<file path="src/rtl/hilo_pkg.sv">
// Shared types and constants for the HI/LO sequencing unit.
package hilo_pkg;

  typedef enum logic [1:0] {
    IDLE      = 2'd0,
    ISSUE     = 2'd1,
    MULT_WAIT = 2'd2,
    DIV_WAIT  = 2'd3
  } hilo_state_t;

  typedef enum logic [1:0] {
    OP_MULT = 2'd0,
    OP_MADD = 2'd1,
    OP_DIV  = 2'd2
  } hilo_op_t;

  // Cycles from the start pulse until the mult unit raises MultDone.
  localparam int MULT_LATENCY = 33;

endpackage

</file>
<file path="src/rtl/hilo_unit_if.sv">
// Control, mult/div handshake and architectural result signals of hilo_unit.
interface hilo_unit_if;

  logic        MultStart;
  logic        DivStart;
  logic        MaddStart;
  logic        MthiWr;
  logic        MtloWr;
  logic [31:0] RegAOut;
  logic        MultDone;
  logic [31:0] MultHI;
  logic [31:0] MultLO;
  logic        DivDone;
  logic [31:0] DivHI;
  logic [31:0] DivLO;
  logic        DivZero;
  logic        MultCtrl;
  logic        DivCtrl;
  logic [31:0] HI;
  logic [31:0] LO;
  logic        HiLoBusy;
  logic        DivZeroExc;
  logic        Timeout;

  modport master (
    output MultStart, DivStart, MaddStart, MthiWr, MtloWr, RegAOut,
    output MultDone, MultHI, MultLO, DivDone, DivHI, DivLO, DivZero,
    input  MultCtrl, DivCtrl, HI, LO, HiLoBusy, DivZeroExc, Timeout
  );

  modport slave (
    input  MultStart, DivStart, MaddStart, MthiWr, MtloWr, RegAOut,
    input  MultDone, MultHI, MultLO, DivDone, DivHI, DivLO, DivZero,
    output MultCtrl, DivCtrl, HI, LO, HiLoBusy, DivZeroExc, Timeout
  );

endinterface

</file>
<file path="src/rtl/hilo_unit.sv">
// HI/LO owner: sequences one mult/div at a time, serves MTHI/MTLO, stalls while busy.
// Optional multiply-accumulate is enabled by defining HILO_MADD_EN.
module hilo_unit
  import hilo_pkg::*;
#(
  parameter int TIMEOUT_CYCLES = 40,
  parameter int CNT_W          = 6
) (
  input logic       clk,
  input logic       reset,
  hilo_unit_if.slave bus
);

  localparam logic [CNT_W-1:0] CNT_LIMIT = CNT_W'(TIMEOUT_CYCLES);

  hilo_state_t      state_r;
  hilo_state_t      state_next_s;
  hilo_op_t         op_r;
  hilo_op_t         op_d_s;
  logic [CNT_W-1:0] cnt_r;
  logic [CNT_W-1:0] cnt_d_s;
  logic [31:0]      hi_r, lo_r, hi_d_s, lo_d_s;
  logic             mult_ctrl_r, mult_ctrl_d_s;
  logic             div_ctrl_r, div_ctrl_d_s;
  logic             busy_r;
  logic             dz_exc_r, dz_exc_d_s;
  logic             timeout_r, timeout_d_s;
  logic             madd_go_s;
  logic [63:0]      mult_result_s;
  logic             watchdog_s;

`ifdef HILO_MADD_EN
  assign madd_go_s     = bus.MaddStart;
  assign mult_result_s = (op_r == OP_MADD) ? ({hi_r, lo_r} + {bus.MultHI, bus.MultLO})
                                           : {bus.MultHI, bus.MultLO};
`else
  assign madd_go_s     = 1'b0;
  assign mult_result_s = {bus.MultHI, bus.MultLO};
`endif

  assign watchdog_s = (cnt_r == CNT_LIMIT);

  // State register.
  always_ff @(posedge clk or posedge reset) begin
    if (reset) begin
      state_r <= IDLE;
    end else begin
      state_r <= state_next_s;
    end
  end

  // Next-state logic; only the done of the selected unit can end a wait.
  always_comb begin
    state_next_s = state_r;
    case (state_r)
      IDLE: begin
        if (bus.MultStart || madd_go_s || bus.DivStart) begin
          state_next_s = ISSUE;
        end else begin
          state_next_s = IDLE;
        end
      end
      ISSUE: begin
        if (op_r == OP_DIV) begin
          state_next_s = DIV_WAIT;
        end else begin
          state_next_s = MULT_WAIT;
        end
      end
      MULT_WAIT: begin
        if (bus.MultDone || watchdog_s) begin
          state_next_s = IDLE;
        end else begin
          state_next_s = MULT_WAIT;
        end
      end
      DIV_WAIT: begin
        if (bus.DivDone || watchdog_s) begin
          state_next_s = IDLE;
        end else begin
          state_next_s = DIV_WAIT;
        end
      end
      default: state_next_s = IDLE;
    endcase
  end

  // Output/datapath next values; the start pulse is registered so it lands in ISSUE.
  always_comb begin
    op_d_s        = op_r;
    cnt_d_s       = cnt_r;
    hi_d_s        = hi_r;
    lo_d_s        = lo_r;
    mult_ctrl_d_s = 1'b0;
    div_ctrl_d_s  = 1'b0;
    dz_exc_d_s    = 1'b0;
    timeout_d_s   = timeout_r;
    case (state_r)
      IDLE: begin
        cnt_d_s = {CNT_W{1'b0}};
        if (bus.MultStart) begin
          op_d_s        = OP_MULT;
          mult_ctrl_d_s = 1'b1;
        end else if (madd_go_s) begin
          op_d_s        = OP_MADD;
          mult_ctrl_d_s = 1'b1;
        end else if (bus.DivStart) begin
          op_d_s       = OP_DIV;
          div_ctrl_d_s = 1'b1;
        end else begin
          if (bus.MthiWr) begin
            hi_d_s = bus.RegAOut;
          end else begin
            hi_d_s = hi_r;
          end
          if (bus.MtloWr) begin
            lo_d_s = bus.RegAOut;
          end else begin
            lo_d_s = lo_r;
          end
        end
      end
      ISSUE: begin
        cnt_d_s = {CNT_W{1'b0}};
      end
      MULT_WAIT: begin
        if (bus.MultDone) begin
          {hi_d_s, lo_d_s} = mult_result_s;
        end else if (watchdog_s) begin
          timeout_d_s = 1'b1;
        end else begin
          cnt_d_s = cnt_r + {{(CNT_W-1){1'b0}}, 1'b1};
        end
      end
      DIV_WAIT: begin
        if (bus.DivDone) begin
          if (bus.DivZero) begin
            dz_exc_d_s = 1'b1;
          end else begin
            hi_d_s = bus.DivHI;
            lo_d_s = bus.DivLO;
          end
        end else if (watchdog_s) begin
          timeout_d_s = 1'b1;
        end else begin
          cnt_d_s = cnt_r + {{(CNT_W-1){1'b0}}, 1'b1};
        end
      end
      default: begin
        cnt_d_s = {CNT_W{1'b0}};
      end
    endcase
  end

  // Datapath and output registers.
  always_ff @(posedge clk or posedge reset) begin
    if (reset) begin
      op_r        <= OP_MULT;
      cnt_r       <= {CNT_W{1'b0}};
      hi_r        <= 32'd0;
      lo_r        <= 32'd0;
      mult_ctrl_r <= 1'b0;
      div_ctrl_r  <= 1'b0;
      busy_r      <= 1'b0;
      dz_exc_r    <= 1'b0;
      timeout_r   <= 1'b0;
    end else begin
      op_r        <= op_d_s;
      cnt_r       <= cnt_d_s;
      hi_r        <= hi_d_s;
      lo_r        <= lo_d_s;
      mult_ctrl_r <= mult_ctrl_d_s;
      div_ctrl_r  <= div_ctrl_d_s;
      busy_r      <= (state_next_s != IDLE);
      dz_exc_r    <= dz_exc_d_s;
      timeout_r   <= timeout_d_s;
    end
  end

  assign bus.MultCtrl   = mult_ctrl_r;
  assign bus.DivCtrl    = div_ctrl_r;
  assign bus.HI         = hi_r;
  assign bus.LO         = lo_r;
  assign bus.HiLoBusy   = busy_r;
  assign bus.DivZeroExc = dz_exc_r;
  assign bus.Timeout    = timeout_r;

endmodule

</file>
<file path="src/flat_wrapper.sv">
// flat-port wrapper written by rule: the top's interface ports become plain ports
module hilo_unit_flat import hilo_pkg::*;
#(
  parameter int TIMEOUT_CYCLES = 40,
  parameter int CNT_W          = 6
)
  (clk, reset, bus_MultStart, bus_DivStart, bus_MaddStart, bus_MthiWr, bus_MtloWr, bus_RegAOut, bus_MultDone, bus_MultHI, bus_MultLO, bus_DivDone, bus_DivHI, bus_DivLO, bus_DivZero, bus_MultCtrl, bus_DivCtrl, bus_HI, bus_LO, bus_HiLoBusy, bus_DivZeroExc, bus_Timeout);
  hilo_unit_if bus_i ();
  input logic clk;
  input logic reset;
  input wire logic [$bits(bus_i.MultStart)-1:0] bus_MultStart;
  input wire logic [$bits(bus_i.DivStart)-1:0] bus_DivStart;
  input wire logic [$bits(bus_i.MaddStart)-1:0] bus_MaddStart;
  input wire logic [$bits(bus_i.MthiWr)-1:0] bus_MthiWr;
  input wire logic [$bits(bus_i.MtloWr)-1:0] bus_MtloWr;
  input wire logic [$bits(bus_i.RegAOut)-1:0] bus_RegAOut;
  input wire logic [$bits(bus_i.MultDone)-1:0] bus_MultDone;
  input wire logic [$bits(bus_i.MultHI)-1:0] bus_MultHI;
  input wire logic [$bits(bus_i.MultLO)-1:0] bus_MultLO;
  input wire logic [$bits(bus_i.DivDone)-1:0] bus_DivDone;
  input wire logic [$bits(bus_i.DivHI)-1:0] bus_DivHI;
  input wire logic [$bits(bus_i.DivLO)-1:0] bus_DivLO;
  input wire logic [$bits(bus_i.DivZero)-1:0] bus_DivZero;
  output wire logic [$bits(bus_i.MultCtrl)-1:0] bus_MultCtrl;
  output wire logic [$bits(bus_i.DivCtrl)-1:0] bus_DivCtrl;
  output wire logic [$bits(bus_i.HI)-1:0] bus_HI;
  output wire logic [$bits(bus_i.LO)-1:0] bus_LO;
  output wire logic [$bits(bus_i.HiLoBusy)-1:0] bus_HiLoBusy;
  output wire logic [$bits(bus_i.DivZeroExc)-1:0] bus_DivZeroExc;
  output wire logic [$bits(bus_i.Timeout)-1:0] bus_Timeout;
  assign bus_i.MultStart = bus_MultStart;
  assign bus_i.DivStart = bus_DivStart;
  assign bus_i.MaddStart = bus_MaddStart;
  assign bus_i.MthiWr = bus_MthiWr;
  assign bus_i.MtloWr = bus_MtloWr;
  assign bus_i.RegAOut = bus_RegAOut;
  assign bus_i.MultDone = bus_MultDone;
  assign bus_i.MultHI = bus_MultHI;
  assign bus_i.MultLO = bus_MultLO;
  assign bus_i.DivDone = bus_DivDone;
  assign bus_i.DivHI = bus_DivHI;
  assign bus_i.DivLO = bus_DivLO;
  assign bus_i.DivZero = bus_DivZero;
  assign bus_MultCtrl = bus_i.MultCtrl;
  assign bus_DivCtrl = bus_i.DivCtrl;
  assign bus_HI = bus_i.HI;
  assign bus_LO = bus_i.LO;
  assign bus_HiLoBusy = bus_i.HiLoBusy;
  assign bus_DivZeroExc = bus_i.DivZeroExc;
  assign bus_Timeout = bus_i.Timeout;
  hilo_unit #(.TIMEOUT_CYCLES(TIMEOUT_CYCLES), .CNT_W(CNT_W)) u_core (.clk(clk), .reset(reset), .bus(bus_i));
endmodule
</file>
<file path="config.mk">
export PLATFORM = sky130hd
export DESIGN_NAME = hilo_unit_flat
export DESIGN_NICKNAME = d
export VERILOG_FILES = /design/src/rtl/hilo_pkg.sv /design/src/rtl/hilo_unit_if.sv /design/src/rtl/hilo_unit.sv /design/src/flat_wrapper.sv
export SDC_FILE = /design/constraint.sdc
export NUM_CORES = 1
export LEC_CHECK = 0
export CORE_MARGIN = 3
export CORE_UTILIZATION = 39
export DETAILED_ROUTE_END_ITERATION = 10
export PLACE_DENSITY = 0.81
export SYNTH_ARGS = -nofsm -noshare
export SYNTH_HDL_FRONTEND = slang
export SYNTH_SLANG_ARGS = --single-unit
</file>
<file path="constraint.sdc">
create_clock -name clk -period 3.2 [get_ports clk]
set_clock_uncertainty 0.1 [all_clocks]
set_input_delay 0.64 -clock clk [delete_from_list [all_inputs] [get_ports clk]]
set_output_delay 0.64 -clock clk [all_outputs]
set_load 0.02 [all_outputs]
</file>
== Word level (Yosys, flattened, before mapping) ==
Cells that the tools add are included.
W data, S select, Z words.

* Div/mod/pow operators: 0
* Shift-type cells: 0
* Add/sub/neg operators: 1
* Equal/unequal tests: 14
* Order comparisons: 0
* Bitwise logic cells: 0
* Multipliers: 0
* Multiplexer cells: 37
* Reductions and logical operators: 14

{| class="wikitable"
|+ Operators with widths
! operator !! count
|-
| $mux W32 || 12
|-
| $pmux W32 S3 || 2
|-
| $mux W6 || 3
|-
| $ne A2 B2 Y1 const B || 9
|-
| $pmux W6 S3 || 1
|-
| $reduce_and A7 Y1 || 2
|-
| $mux W1 || 13
|-
| $mux W2 || 4
|-
| $pmux W2 S4 || 1
|-
| $add A6 B1 Y6 const B || 1
|-
| $eq A2 B2 Y1 const B || 3
|-
| $eq A6 B6 Y1 const B || 1
|-
| $reduce_bool A2 Y1 || 3
|-
| $reduce_and A2 Y1 || 2
|-
| $logic_or A1 B1 Y1 || 3
|-
| $reduce_and A3 Y1 || 1
|-
| $reduce_bool A3 Y1 || 1
|-
| $eq A2 B1 Y1 const B || 1
|-
| $logic_not A2 Y1 || 1
|-
| $pmux W1 S2 || 1
|-
| $reduce_or A2 Y1 || 1
|}

* Latch bits: 0
* Input port bits: 170
* Register bits: 79
* Output and inout port bits: 69
* Memories: 0
* Memory bits (read-only): 0
* RAM bits: 0

== Depth between registers and ports, before layout ==
Gate-level depths: netlist (run 1).

* Depth after elaboration: 5
* Mapped depth: 5

== Worst setup path before layout (run 1) ==
Ideal clock, no wire load.

* Path type: input port to flip-flop
* Start: input port bus_MultStart
* End: register u_core.hi_r[0], in the netlist u_core.bus.HI[0]
* Arrival time: 1.941 ns
* Stages: 4
* Required time: 2.975 ns
* Path buffers: 1
* Setup time: 0.125 ns
* Path slack: 1.035 ns
* Path through: or4_4 > o211ai_4 > buf_6 > mux2_2

* Cells in the longest elaborated chain, start to end: 2

{| class="wikitable"
|+ RTL lines
! element !! RTL line !! text
|-
| start: declaration || flat_wrapper.sv:11 || <nowiki>input wire logic [$bits(bus_i.MultStart)-1:0] bus_MultStart;</nowiki>
|-
| $ne A2 B2 Y1 (no source line) || - ||
|-
| $reduce_and A7 Y1 (no source line) || - ||
|-
| end signal: assignment || hilo_unit.sv:170 || <nowiki>hi_r <= hi_d_s;</nowiki>
|-
| end: declaration || hilo_unit.sv:22 || <nowiki>logic [31:0] hi_r, lo_r, hi_d_s, lo_d_s;</nowiki>
|}

Every way passes these cells.
A chain may end at the register's enable or synchronous reset.

== Worst setup path in the final report (run 1) ==
* Start: input port bus_MultStart
* End: register u_core.lo_r[6], in the netlist u_core.bus.LO[6]

* Cells in the longest elaborated chain, start to end: 2

{| class="wikitable"
|+ RTL lines
! element !! RTL line !! text
|-
| $ne A2 B2 Y1 (no source line) || - ||
|-
| $reduce_and A7 Y1 (no source line) || - ||
|-
| end signal: assignment || hilo_unit.sv:171 || <nowiki>lo_r <= lo_d_s;</nowiki>
|-
| end: declaration || hilo_unit.sv:22 ||
|}

Every way passes these cells.

==> results of run 1 <==
## metrics by stage
step | util [%] | instances | total power [W]
3_5_place_dp | 64.63 | 738 | 0.005513
4_1_cts | 66.67 | 754 | 0.006334
3_3_place_gp | 64.63 | 738 | 0.005401
6_report | 66.67 | 754 | 0.006243
2_1_floorplan | - | 385 | 0.004014
5_1_grt | 66.67 | 754 | 0.006669
## registers in the layout, summed over array words and instances, names as in the netlist
name and flops:
u_core.bus.HI 32, u_core.bus.LO 32, u_core.cnt_r 6, u_core.state_r 2
u_core.bus.DivCtrl 1, u_core.bus.DivZeroExc 1, u_core.bus.HiLoBusy 1, u_core.bus.MultCtrl 1
u_core.bus.Timeout 1, u_core.op_r 1
## power groups by stage
| stage | registers, W | clock network [W] | logic, W |
|---|---|---|---|
| final | 0.00176 | 0.000803 | 0.00368 |
| after global routing | 0.00183 | 0.000867 | 0.00397 |
| after CTS | 0.00176 | 0.000828 | 0.00374 |
| after detailed placement | 0.00178 | 0 | 0.00373 |
| after global placement | 0.00175 | 0 | 0.00365 |
| after floorplan | 0.00222 | 0 | 0.00179 |
## cell usage in the layout (no fill, tap or decap), drive strengths merged, types with 2 or more instances in the layout
cell	instances
inv	5
mux2i	68
nand3b	2
dfrtp	78
o211ai	2
clkdlybuf4s50	237
mux2	66
nand2	7
and2	2
bufinv	2
or4	2
buf	7
a21oi	68
nor2	36
a21boi	2
ha	2
nor2b	2
clkinv	3
clkbuf	12
## metal layers
metal,part of all wire (%),vias up,track usage (%)
met5,0,-,0
met4,1.7,0,6.083
met3,8.3,18,4.967
met2,50,170,37.10
met1,40,1743,24.98
li1,-,1846,-
## cell type report
class                           count  area, sq um  area share, %
Timing Repair Buffer              244         2462          35.14
Inverter                            6        23.77         0.3393
Multi-Input combinational cell    274         2176          31.05
Sequential cell                    78         1959          27.96
Clock inverter                      4        70.07          1.000
Clock buffer                       12        145.1          2.071
Tap cell                          136        170.2          2.429
## worst max-delay path: stages
cell and delay [ns]:
clkdlybuf4s50_1 0.47, or4_4 0.60, o211ai_4 0.20, buf_12 0.25
mux2_2 0.36
## kinds of logic after synthesis
kind of cell / count (synthesis) / share of synthesized area, %
multiplexers: 134 / 33.07
buffers and inverters: 33 / 4.126
flip-flops: 78 / 45.34
AO/OA/AOI/OAI: 78 / 10.26
adder cells (fa/ha/maj): 2 / 0.5811
AND/OR/NAND/NOR: 60 / 6.626
## worst max-delay path by stage
stage                              from                            end  slack [ns]
final                     bus_MultStart   u_core.bus.LO[6]$_DFFE_PP0P_        0.79
after global routing      bus_MultStart   u_core.bus.LO[7]$_DFFE_PP0P_        0.76
after CTS                 bus_MultStart   u_core.bus.LO[6]$_DFFE_PP0P_        0.80
after detailed placement  bus_MultStart   u_core.bus.LO[6]$_DFFE_PP0P_        0.43
after global placement    bus_MultStart  u_core.bus.LO[10]$_DFFE_PP0P_        0.48
after floorplan                   reset   u_core.bus.DivCtrl$_DFF_PP0_        0.46
==> summary.md, run 1 <==
| Metric | Value |
|---|---|
| Status | `finished, final reports clean` |
| Power share of the sequential group | `between 20% and 30%` |
| Worst Min Path Start | `u_core.bus.Timeout$_DFFE_PP0P_` |
| Leakage | `between 2 and 3 nW` |
| Die footprint | `around 0.012 sq mm` |
| Die W | `111.1 microns` |
| Rows | `37` |
| Routed vias | `roughly 3.8k` |
| Antenna violations before repair | `0` |
| Clock Sinks | `around 80` |
| Final worst-path setup slack | `about 0.8 ns` |
| Pre-CTS setup slack | `0.4331 ns` |
| Reg clk slew, reported paths | `0.08 ns` |
| YS warnings | `0` |
| Hold crit path type | `reg2reg` |
| RePlAce Congestion | `0.8323` |
| Final setup fails | `0` |
| Post_cts resized | `0` |
| DRT Pass-1 Iters | `5` |
| DPL Wire Length | `9.935 mm` |
| Primary FF master, synth | `dfrtp_1` |
| Final Cycle Share | `75.22%` |
| Int Power | `0.003831 W` |
| Routed WL per cell | `16.81 microns` |
| MaxCap Viol Count | `0` |
| Hold endpoint | `u_core.bus.Timeout$_DFFE_PP0P_` |
| Final hold slack | `~0.37 ns` |
| Avg Inst Size Synth | `11.18 sq um` |
| Worst R2R Path Depth | `4` |
| Top cell type's share of synthesized area | `a little under half` |
| Switch Pwr | `0.002412 W` |
| Max rail drop VDD | `roughly 0.45 mV` |
| Vias in the first global route | `~4.1k` |
| Placed instance area | `0.006792 sq mm` |
| Flops & latches, synth | `78` |
| Worst r2r dst | `u_core.bus.LO[6]$_DFFE_PP0P_` |
| Critical path class | `in2reg` |
| Tot GR Track Use | `between 20% and 30%` |
| Clock latency on the worst-skew pair | `about 0.34 ns` |
| TritonCTS Buffers | `9` |
| Die Ht | `111.1 microns` |
| Total grt overflow | `0` |
| CTS tree | `done` |
| DR vias/cell | `5.009` |
| Synthesized area | `around 0.0043 sq mm` |
| Layout cell share with drive strength beyond 1 | `14.40%` |
| CP required | `3.32 ns` |
| Number of distinct library cells after synthesis | `35` |
| Switching portion of total power | `38.64%` |
| Post-CTS Setup Bufs | `0` |
| Sequential fraction of the synthesis area | `45.34%` |
| Hold-fix buffers at CTS | `0` |
| DRC | `0` |
| Reg2Reg Setup Slack | `0.98 ns` |
| Total negative setup slack | `0 ns` |
| First-pass GRT wire length | `21.12 mm` |
| Initial Util | `40.97%` |
| Hold Path Depth | `1` |
| Fin nets | `approximately 800` |
| Synth-to-layout area growth | `62.74%` |
| Final instance area | `0.007007 sq mm` |
| Relative slew margins | `44.59%` |
| Net Count, Synth | `around 560` |
| Logic pwr share | `roughly three fifths` |
| Largest net degree at the start of global routing | `87` |
| Final WL | `roughly 13 mm` |
| Port Buffer Count | `237` |
| Clk buf depth | `2` |
| I/O pin total | `239` |
| Reg2reg start | `u_core.state_r[1]$_DFF_PP0_` |
| 1st-iter DRT viols | `~150` |
| Fmax achieved | `0.4154 GHz` |
| H-tree depth | `3` |
| Critical path endpoint category | `flop` |
| # diodes | `0` |
| Core area | `0.01051 sq mm` |
| Antenna Violating Nets Remaining | `0` |
| Max Slew Vio Count | `0` |
| Unrepaired setup endpoints after global routing | `false` |
| Final hold vios | `0` |
| Worst-path fanout max | `32` |
| Async S/R FF share, synth | `between 90% and 100%` |
| Gate Count Post-Synth | `385` |
| Tmin final | `2.407 ns` |
| Number of flops mapped to enable cells by yosys | `0` |
| Critical Path AT | `2.53 ns` |
| Pwr Density | `891.0 mW/mm^2` |
| Measured slew at the worst slew-check pin | `0.8312 ns` |
| Synth cell count leaders | `dfrtp_1 (78), a21oi_1 (68), mux2i_1 (68), mux2_2 (61), nor2_1 (36)` |
| Fillcell total | `842` |
| Count leader, synth | `dfrtp_1` |
| Synth area leader | `dfrtp_1` |
| Root Buffer | `clkbuf_8` |
| Leading post-synthesis cells by cell area | `dfrtp_1 (45%), mux2_2 (16%), mux2i_1 (16%)` |
| Clk pwr share | `12.9%` |
| Launching element type of the critical path | `primary input` |
(Power assumes the default switching activity.)
==> inputs of run 2 (changes only) <==
- CORE_UTILIZATION: 39 -> 35
- PLACE_DENSITY: 0.81 -> 0.77
- clock period: 3.2 -> 2.1 ns (I/O delays scaled with it)
==> run 2 against run 1 <==
The run now ends with negative setup slack left. Total power increased by 64%. Clock power increased by 68%. Cell area increased by 4.8%. First-iteration DRC count decreased by 21%. Worst hold slack improved by 0.0017 ns. Core utilization decreased by 4.0 points. Count of clock-buffer cells in the layout unchanged. Worst setup slack got worse by 0.80 ns.
==> summary.md, run 2 (synthesis gave the netlist of run 1 again) <==
| Metric | Value |
|---|---|
| RePlAce Congestion | `0.7789` |
| Tmin final | `2.112 ns` |
| Critical path class | `reg2reg` |
| Final worst-path setup slack | `-0.01204 ns` |
| Tot GR Track Use | `18.64%` |
| Worst-path fanout max | `9` |
| Root Buffer | `clkbuf_16` |
| Logic pwr share | `slightly above 60%` |
| Critical Path AT | `2.21 ns` |
| MaxCap Viol Count | `0` |
| Largest net degree at the start of global routing | `79` |
| Antenna Violating Nets Remaining | `0` |
| Most frequent cells in the layout | `clkdlybuf4s50_1 (236), dfrtp_1 (76), mux2i_1 (68), a21oi_1 (68), mux2_2 (53)` |
| 1st-iter DRT viols | `roughly 120` |
| Fmax achieved | `0.4735 GHz` |
| Most common cell after layout, fill and taps aside | `clkdlybuf4s50_1` |
| Final Cycle Share | `100.6%` |
| Core area | `0.01171 sq mm` |
| Switching portion of total power | `roughly 38%` |
| Initial Util | `a little under two fifths` |
| # diodes | `0` |
| Routed vias | `3879` |
| Measured slew at the worst slew-check pin | `0.4128 ns` |
| Power share of the sequential group | `roughly 26%` |
| Die footprint | `0.01367 sq mm` |
| Hold crit path type | `reg2reg` |
| Pre-CTS setup slack | `-0.4332 ns` |
| DR vias/cell | `4.999` |
| Die W | `116.9 microns` |
| Final hold vios | `0` |
| Final std cells w/o fill | `776` |
| Final core utilization | `62.70%` |
| Placed instance area | `between 0.006 and 0.007 sq mm` |
| Clk pwr share | `13.2%` |
| Hold-fix buffers at CTS | `0` |
| First-pass GRT wire length | `approximately 20 mm` |
| Launching element type of the critical path | `flop` |
| Synth-to-layout area growth | `70.56%` |
| Violated checks | `negative setup slack` |
| Inst Count DP | `755` |
| Final WL | `approximately 14 mm` |
| Leakage | `between 3 and 4 nW` |
| Max Slew Vio Count | `0` |
| Final setup fails | `14` |
| Clk buf depth | `2` |
| Critical path endpoint category | `flop` |
| Fin nets | `802` |
| Rows | `39` |
| Clock Sinks | `78` |
| DPL Wire Length | `10.46 mm` |
| Relative slew margins | `72.48%` |
| Antenna violations before repair | `0` |
| Clock latency on the worst-skew pair | `0.32 ns` |
| Die Ht | `116.9 microns` |
| Routed WL per cell | `about 18 microns` |
| Pwr Density | `between 1000 and 1500 mW/mm^2` |
| Reg clk slew, reported paths | `0.06 ns` |
| Layout cell share with drive strength beyond 1 | `16.59%` |
| DRC | `0` |
| I/O pin total | `around 240` |
| Max rail drop VDD | `0.6479 mV` |
| Switch Pwr | `about 0.0039 W` |
| Port Buffer Count | `237` |
| CP required | `about 2.2 ns` |
| TritonCTS Buffers | `9` |
| H-tree depth | `3` |
| Status | `finished with violations` |
| DRT Pass-1 Iters | `4` |
| Final instance area | `approximately 0.0073 sq mm` |
| Unrepaired setup endpoints after global routing | `true` |
| Vias in the first global route | `around 3.9k` |
| Total grt overflow | `0` |
| CTS tree | `done` |
| Int Power | `0.006365 W` |
run 2: changes by cell type in the layout (fill, tap and decap cells not counted), sizes merged:
cell,before,now
dlygate4sd2,0,1
buf,7,22
clkinv,3,2
clkdlybuf4s50,237,236
clkinvlp,0,1
bufinv,2,0
clkbuf,12,14
run 2: what timing repair did:
item                                    CTS  global route
hold endpoints to repair                  0             0
resized for setup                        12             3
cloned                                    2             2
pin swaps                                 2             2
setup buffers                             3             2
endpoints found under the setup margin   64            47
run 2: final timing paths:
path,startpoint,to,slack (ns),cells past startpoint
worst max-delay path,u_core.state_r[1]$_DFF_PP0_,u_core.bus.LO[7]$_DFFE_PP0P_,-0.01,5
worst min register to register,u_core.bus.Timeout$_DFFE_PP0P_,u_core.bus.Timeout$_DFFE_PP0P_,0.37,1
worst min-delay path,u_core.bus.Timeout$_DFFE_PP0P_,u_core.bus.Timeout$_DFFE_PP0P_,0.37,1
worst max register to register,u_core.state_r[1]$_DFF_PP0_,u_core.bus.LO[7]$_DFFE_PP0P_,-0.01,5
max in group asynchronous,reset,u_core.state_r[1]$_DFF_PP0_,1.09,3
min in group asynchronous,reset,u_core.bus.LO[21]$_DFFE_PP0P_,0.47,3
run 2: layout make-up:
class	count	area (sq um)
Clock inverter	2	10.01
Fill cell	970	4368
Timing Repair Buffer	261	2713
Sequential cell	78	1959
Clock buffer	12	246.5
Inverter	6	26.28
Multi-Input combinational cell	274	2210
Tap cell	143	178.9
run 2: power groups by stage:
stage | combinational (W) | sequential [W] | clock (W)
final | 0.00626 | 0.00263 | 0.00135
after floorplan | 0.00273 | 0.00339 | 0
after detailed placement | 0.00600 | 0.00265 | 0
after global placement | 0.00585 | 0.00262 | 0
after CTS | 0.00625 | 0.00263 | 0.00139
after global routing | 0.00669 | 0.00272 | 0.00146
run 2: worst max-delay path, stage by stage, from the launching register on:
cell and delay (ns):
dfrtp_4 0.47, or4_4 0.58, o211ai_4 0.18, buf_4 0.17
clkbuf_16 0.16, mux2_1 0.32
run 2: per-stage QoR:
step,hold WS [ns],total power (W),TNS [ns]
floorplan,0.3631,0.006117,0
global placement,0.3560,0.008472,-23.84
detailed placement,0.3617,0.008650,-26.05
CTS,0.3750,0.01028,-0.6775
global route,0.3962,0.01087,-0.9848
finish,0.3707,0.01023,-0.09633
run 2: layer usage:
layer | GRT usage [%] | part of all wire [%] | vias up
li1 | - | - | 1877
met1 | 20.27 | 37 | 1837
met2 | 35.27 | 52 | 153
met3 | 5.398 | 9.5 | 12
met4 | 4.817 | 1.2 | 0
met5 | 0 | 0 | -
